File: src/rtl/alu_pc_unit.sv
// Execute-stage slice of a single-cycle MIPS core: PC register, ALU control decoder and 32-bit ALU.
// Optional signed-overflow output is enabled by defining ALU_OVERFLOW_EN.
module alu_pc_unit #(
    parameter int          WORD       = 32,
    parameter logic [WORD-1:0] RESET_ADDR = '0
) (
    input  logic            clk,
    input  logic            rst_n,
    input  logic [WORD-1:0] next_addr,
    output logic [WORD-1:0] curr_addr,
    output logic [WORD-1:0] pc_plus4,
    input  logic [5:0]      funct,
    input  logic [1:0]      alu_op,
    output logic [3:0]      alu_control,
    input  logic [WORD-1:0] alu_a,
    input  logic [WORD-1:0] alu_b,
    output logic [WORD-1:0] alu_result,
`ifdef ALU_OVERFLOW_EN
    output logic            overflow,
`endif
    output logic            zero
);

    localparam logic [3:0] OP_AND = 4'b0000;
    localparam logic [3:0] OP_OR  = 4'b0001;
    localparam logic [3:0] OP_ADD = 4'b0010;
    localparam logic [3:0] OP_SUB = 4'b0110;
    localparam logic [3:0] OP_SLT = 4'b0111;
    localparam logic [3:0] OP_NOR = 4'b1100;
    localparam logic [3:0] OP_BAD = 4'b1111;

    logic [WORD-1:0] pc_q;
    logic [WORD-1:0] pc_d;
    logic [WORD-1:0] sum;
    logic [WORD-1:0] diff;
    logic            slt_bit;

    assign pc_d = next_addr;

    always_ff @(posedge clk or negedge rst_n) begin
        if (!rst_n) begin
            pc_q <= RESET_ADDR;
        end else begin
            pc_q <= pc_d;
        end
    end

    assign curr_addr = pc_q;
    assign pc_plus4  = pc_q + WORD'(4);

    always_comb begin
        alu_control = OP_BAD;
        unique case (alu_op)
            2'b00: alu_control = OP_ADD;
            2'b01: alu_control = OP_SUB;
            2'b11: alu_control = OP_AND;
            default: begin
                case (funct)
                    6'b100000: alu_control = OP_ADD;
                    6'b100010: alu_control = OP_SUB;
                    6'b100100: alu_control = OP_AND;
                    6'b100101: alu_control = OP_OR;
                    6'b100111: alu_control = OP_NOR;
                    6'b101010: alu_control = OP_SLT;
                    default:   alu_control = OP_BAD;
                endcase
            end
        endcase
    end

    assign sum     = alu_a + alu_b;
    assign diff    = alu_a - alu_b;
    assign slt_bit = $signed(alu_a) < $signed(alu_b);

    always_comb begin
        alu_result = '0;
        case (alu_control)
            OP_AND:  alu_result = alu_a & alu_b;
            OP_OR:   alu_result = alu_a | alu_b;
            OP_NOR:  alu_result = ~(alu_a | alu_b);
            OP_ADD:  alu_result = sum;
            OP_SUB:  alu_result = diff;
            OP_SLT:  alu_result = {{(WORD-1){1'b0}}, slt_bit};
            default: alu_result = '0;
        endcase
    end

    assign zero = (alu_result == '0);

`ifdef ALU_OVERFLOW_EN
    // Sign-bit rules: add overflows on like-signed operands, sub on unlike-signed ones.
    always_comb begin
        overflow = 1'b0;
        if (alu_control == OP_ADD) begin
            overflow = (alu_a[WORD-1] == alu_b[WORD-1]) && (sum[WORD-1] != alu_a[WORD-1]);
        end else if (alu_control == OP_SUB) begin
            overflow = (alu_a[WORD-1] != alu_b[WORD-1]) && (diff[WORD-1] != alu_a[WORD-1]);
        end
    end
`endif

endmodule

File: config.mk
export PLATFORM = sky130hd
export DESIGN_NAME = alu_pc_unit
export DESIGN_NICKNAME = d
export VERILOG_FILES = /design/src/rtl/alu_pc_unit.sv
export SDC_FILE = /design/constraint.sdc
export NUM_CORES = 1
export LEC_CHECK = 0
export ABC_AREA = 0
export BUFFER_PORTS_ARGS = -buffer_cell sky130_fd_sc_hd__buf_2
export CAP_MARGIN = 20
export CORE_MARGIN = 2
export CORE_UTILIZATION = 55
export DETAILED_ROUTE_END_ITERATION = 12
export GPL_ROUTABILITY_DRIVEN = 0
export PLACE_DENSITY = 0.94
export SYNTH_ARGS = -nofsm -noshare
export SYNTH_HDL_FRONTEND = slang
export SYNTH_SLANG_ARGS = --single-unit
File: constraint.sdc
create_clock -name clk -period 7.21 [get_ports clk]
set_input_delay 0.3605 -clock clk [delete_from_list [all_inputs] [get_ports clk]]
set_output_delay 0.3605 -clock clk [all_outputs]
set_load 0.01 [all_outputs]
---- After elaboration in Yosys (flattened, before gate mapping) ----
Index checks and enable logic that the tools add are counted.
word-level totals
  bits in writable memories ............... 0
  bits in latches ......................... 0
  output and inout bits ................... 101
  ROM bits ................................ 0
  bits in registers ....................... 32
  input port bits ......................... 106
  memories kept ........................... 0
cells by class
  reduce and logical (&&, ||, !) cells .... 3
  shift operators ......................... 0
  divide/modulo/power cells ............... 0
  equality and inequality tests ........... 13
  $add $sub $neg .......................... 3
  bitwise operators ....................... 3
  mux-type cells .......................... 3
  multiply operators ...................... 0
  $lt $le $gt $ge ......................... 1
operators with widths
  operator                                                                count
  32-bit case mux with 6 select lines                                     1
  6-bit equality test (second input constant)                             6
  32-bit by 3-bit adder with 32-bit output (second input constant)        1
  32-bit adder                                                            1
  32-bit AND                                                              1
  32-bit zero test                                                        1
  32-bit < comparator                                                     1
  32-bit NOT                                                              1
  32-bit bitwise OR                                                       1
  32-bit subtractor                                                       1
  4-bit case mux with 6 select lines                                      1
  4-bit case mux with 3 select lines                                      1
  4-bit by 3-bit equality test with 1-bit output (second input constant)  2
  4-bit by 1-bit equality test with 1-bit output (second input constant)  1
  4-bit by 2-bit equality test with 1-bit output (second input constant)  1
  4-bit equality test (second input constant)                             1
  4-bit zero test                                                         1
  2-bit by 1-bit equality test with 1-bit output (second input constant)  1
  2-bit equality test (second input constant)                             1
  2-bit zero test                                                         1

---- Longest topological paths before layout ----
  depth after elaboration ................. 6
  mapped depth ............................ 16
  mapped depth without buffers ............ 16

---- Least setup slack after synthesis ----
OpenSTA, ideal clock, no wires.
  path type ............................... in2out
  from .................................... input port alu_a[0]
  to ...................................... output port zero
  path slack .............................. 3077 ps
  required time ........................... 6849 ps
  stages .................................. 15
  path buffers ............................ 0
  arrival time ............................ 3773 ps
  path through ............................ ha_1 inv_1 fa_1 nand2b_1 a211oi_2 o22a_1 nor3b_1 o21ai_2 a41oi_1 o31ai_1 a2bb2oi_2 or4_1 nor4_1 nand4b_1 nor4_2
RTL lines
  item                                                      RTL line  source
  start: declaration                                        15        input logic [WORD-1:0] alu_a,
  32-bit subtractor / 32-bit adder (equally long branches)  72, 71
  32-bit case mux with 6 select lines *                     77        case (alu_control)
  named net alu_result[30]                                  17        output logic [WORD-1:0] alu_result,
  32-bit zero test *                                        88        assign zero = (alu_result == '0);
  end: declaration                                          21        output logic zero
The timed path passes the listed nets; every way through them passes the cells marked *.

---- Worst setup path in the final report ----
  from .................................... input port funct[1]
  to ...................................... output port zero
between the ends
  longest elaborated chain between the ends .. 6
RTL lines
  item                                                                          RTL line  source
  start: declaration                                                            12        input logic [5:0] funct,
  6-bit equality test                                                           58        case (funct)
  4-bit case mux with 6 select lines *                                          58
  4-bit case mux with 3 select lines *                                          53        unique case (alu_op)
  4-bit by 3-bit equality test with 1-bit output, or another cell as far along  77
  32-bit case mux with 6 select lines *                                         77
  32-bit zero test *                                                            88
Mark *: on every way between the ends. The rest lies on a longest branch, timed or not.

==> impl_metrics.yaml <==
power_and_ir_drop:
  power.density_nw_per_um2: 121
  p_leak_nw: 3.80
  ir_drop_mv: 0.179
  power_mw: 0.964
setup_path:
  crit_type: "input port to output port"
  cp-start-kind: "input port"
  cp-end-kind: "output port"
  required_ps: 6850
  worstPathMaxFanout: 37
  crit_arrival_ps: 4780
  setup.worst_path.start: "funct[1]"
detailed_routing:
  vias_per_cell: 6.40
  wire_per_inst_um: 17.6
  drt_iter0_markers: 1121
  drt_pre_antenna_iters: 8
  wl_um: 21900
  via_count: 7960
  ant_nets: 0
  drc: 0
global_route:
  use_met3: 0.0638
  overflow: 0
  grt_max_degree: 38
  grt_util_met1: 0.369
  grt_pass1_wl_um: 34500
  grt_usage: 0.317
  grt_util_met2: 0.554
  gr-max-usage-layer: "met2"
  antenna_found_initial: 0
  grt_pass1_vias: 7424
synth:
  yosysSeqAreaShare: 0.118
  synth-main-ff-cell: "dfrtp_1"
  yosys.cell_types.count: 83
  synth_edf_count: 0
  synth_area_per_cell_um2: 7.37
  yosys_warnings: 0
  synth_area_um2: 6790
  syn_nets: 1129
  async_flop_share: 1.00
  syn-instance-count: 922
  synth_seq_cells: 32
die:
  core-area_um2: 12000
  fp.dieW_um: 115
  std_cell_rows: 40
  dieArea_um2: 13300
  start_util: 0.565
  ios: 207
  die_h_um: 115
sta:
  finalSetupViolations: 0
  timing.final.crit_share: 0.713
  hold_viol: 0
  fmax_ghz: 0.194
  tightest_slew_ps: 831
  drv_slew: 0
  rsz0062_at_grt: "no"
  fin_ws_ps: 2070
  period_needed_ps: 5140
  slew-limit-headroom: 0.442
  totalNegativeSetupSlack_ps: 0
clock_network:
  cts_max_path_buffers: 2
  cts_buffers: 5
  cts_hold_buf: 0
  cts_resized: 0
  root_buffer: "clkbuf_16"
  htreeDepth: 2
  tritoncts: "yes"
  cts_sinks: 32
  postCtsSetupBuffers: 0
  path_clk_slew_ps: 50
layout:
  fillCellCount: 1016
  multiInputGateArea_um2: 5390
  regArea_um2: 801
  area_growth_pct: 17.4
  largest_reg_flops: 32
  fin_area_um2: 7970
  nNetsFinal: 1303
  antenna_cells: 0
  drive_gt1_frac: 0.228
placed_design:
  io_buffers: 206
  dpl_cell_area_um2: 7840
  place_hpwl_um: 17200
  dp_slack_ps: 2170
hold_path:
  hp-class: "input port to asynchronous set/reset pin"
flow_run:
  cap_viol_max_count: 0
outcome:
  status: "completed"
==> through the flow <==
stage | std cells | hold WS (ps) | util
floorplan | 922 | 64.9 | -
global placement | 1236 | 413 | 0.653
detailed placement | 1236 | 433 | 0.653
CTS | 1243 | 145 | 0.664
global route | 1243 | 183 | 0.664
finish | 1243 | 128 | 0.664
==> final timing paths <==
| path | endpoint | cells after the start |
|---|---|---|
| setup / recovery | zero | 15 |
| hold / removal | curr_addr[29] | 1 |
| max in group asynchronous | curr_addr[12] | 1 |
| min in group clk | curr_addr[18] | 1 |
==> power breakdown <==
| part | switching [mW] | internal (mW) |
|---|---|---|
| combinational | 0.349 | 0.221 |
| sequential | 0.0116 | 0.189 |
| clock | 0.0674 | 0.125 |
==> synthesized netlist by cell type (16+ instances only) <==
cell / instances / area share
xor2_1: 17 / 0.022
xnor2_1: 54 / 0.070
ha_1: 99 / 0.18
a21oi_1: 68 / 0.050
nor2_1: 82 / 0.045
clkbuf_1: 25 / 0.014
nand3_1: 24 / 0.018
dfrtp_1: 32 / 0.12
inv_1: 98 / 0.054
o21ai_0: 41 / 0.030
nor3_1: 23 / 0.017
o31ai_1: 16 / 0.018
a22oi_1: 21 / 0.023
nand2_1: 58 / 0.032
==> area by class of cell <==
class                   count  area share
clock buffers               6      0.0162
clock inverters             1    0.000628
inverters                  99      0.0466
multi-input cells         744       0.676
flip-flops and latches     32       0.100
well taps                 147      0.0231
repair buffers            214       0.137
==> critical path, cell delays in order <==
cell and delay, ps:
buf_2 310, buf_4 340, nand2b_1 170, o41a_1 150, buf_4 390, o221ai_1 190
o21bai_1 200, or4_1 490, nor3_1 190, nor3b_1 360, or4bb_1 540, nor4_1 430
nand4b_1 210, nor4_2 260, buf_2 160
==> kinds of logic after synthesis <==
logic type	count (synthesis)	share of synthesized area
simple gates	285	0.209
xor+xnor	71	0.0916
buf+inv	146	0.0897
flops	32	0.118
fa+ha+maj	101	0.188
compound gates	286	0.302
mux	1	0.00147
==> metal layers <==
layer | share of wire | up-vias | wire length [um]
met4 | 0.041 | 0 | 889
li1 | - | 3683 | -
met2 | 0.47 | 590 | 10300
met1 | 0.37 | 3585 | 8070
met5 | 0 | - | 0
met3 | 0.12 | 102 | 2580
==> cells in the final DEF (no fill, tap or decap), drive strengths merged, types with 24 or more instances in the layout <==
cell type,Yosys,layout
a21oi,69,69
buf,22,214
dfrtp,32,32
ha,99,99
inv,99,99
nand2,58,58
nand3,24,24
nor2,82,82
o21ai,43,43
xnor2,54,54
Note: power is estimated with default switching activity, not from simulation.
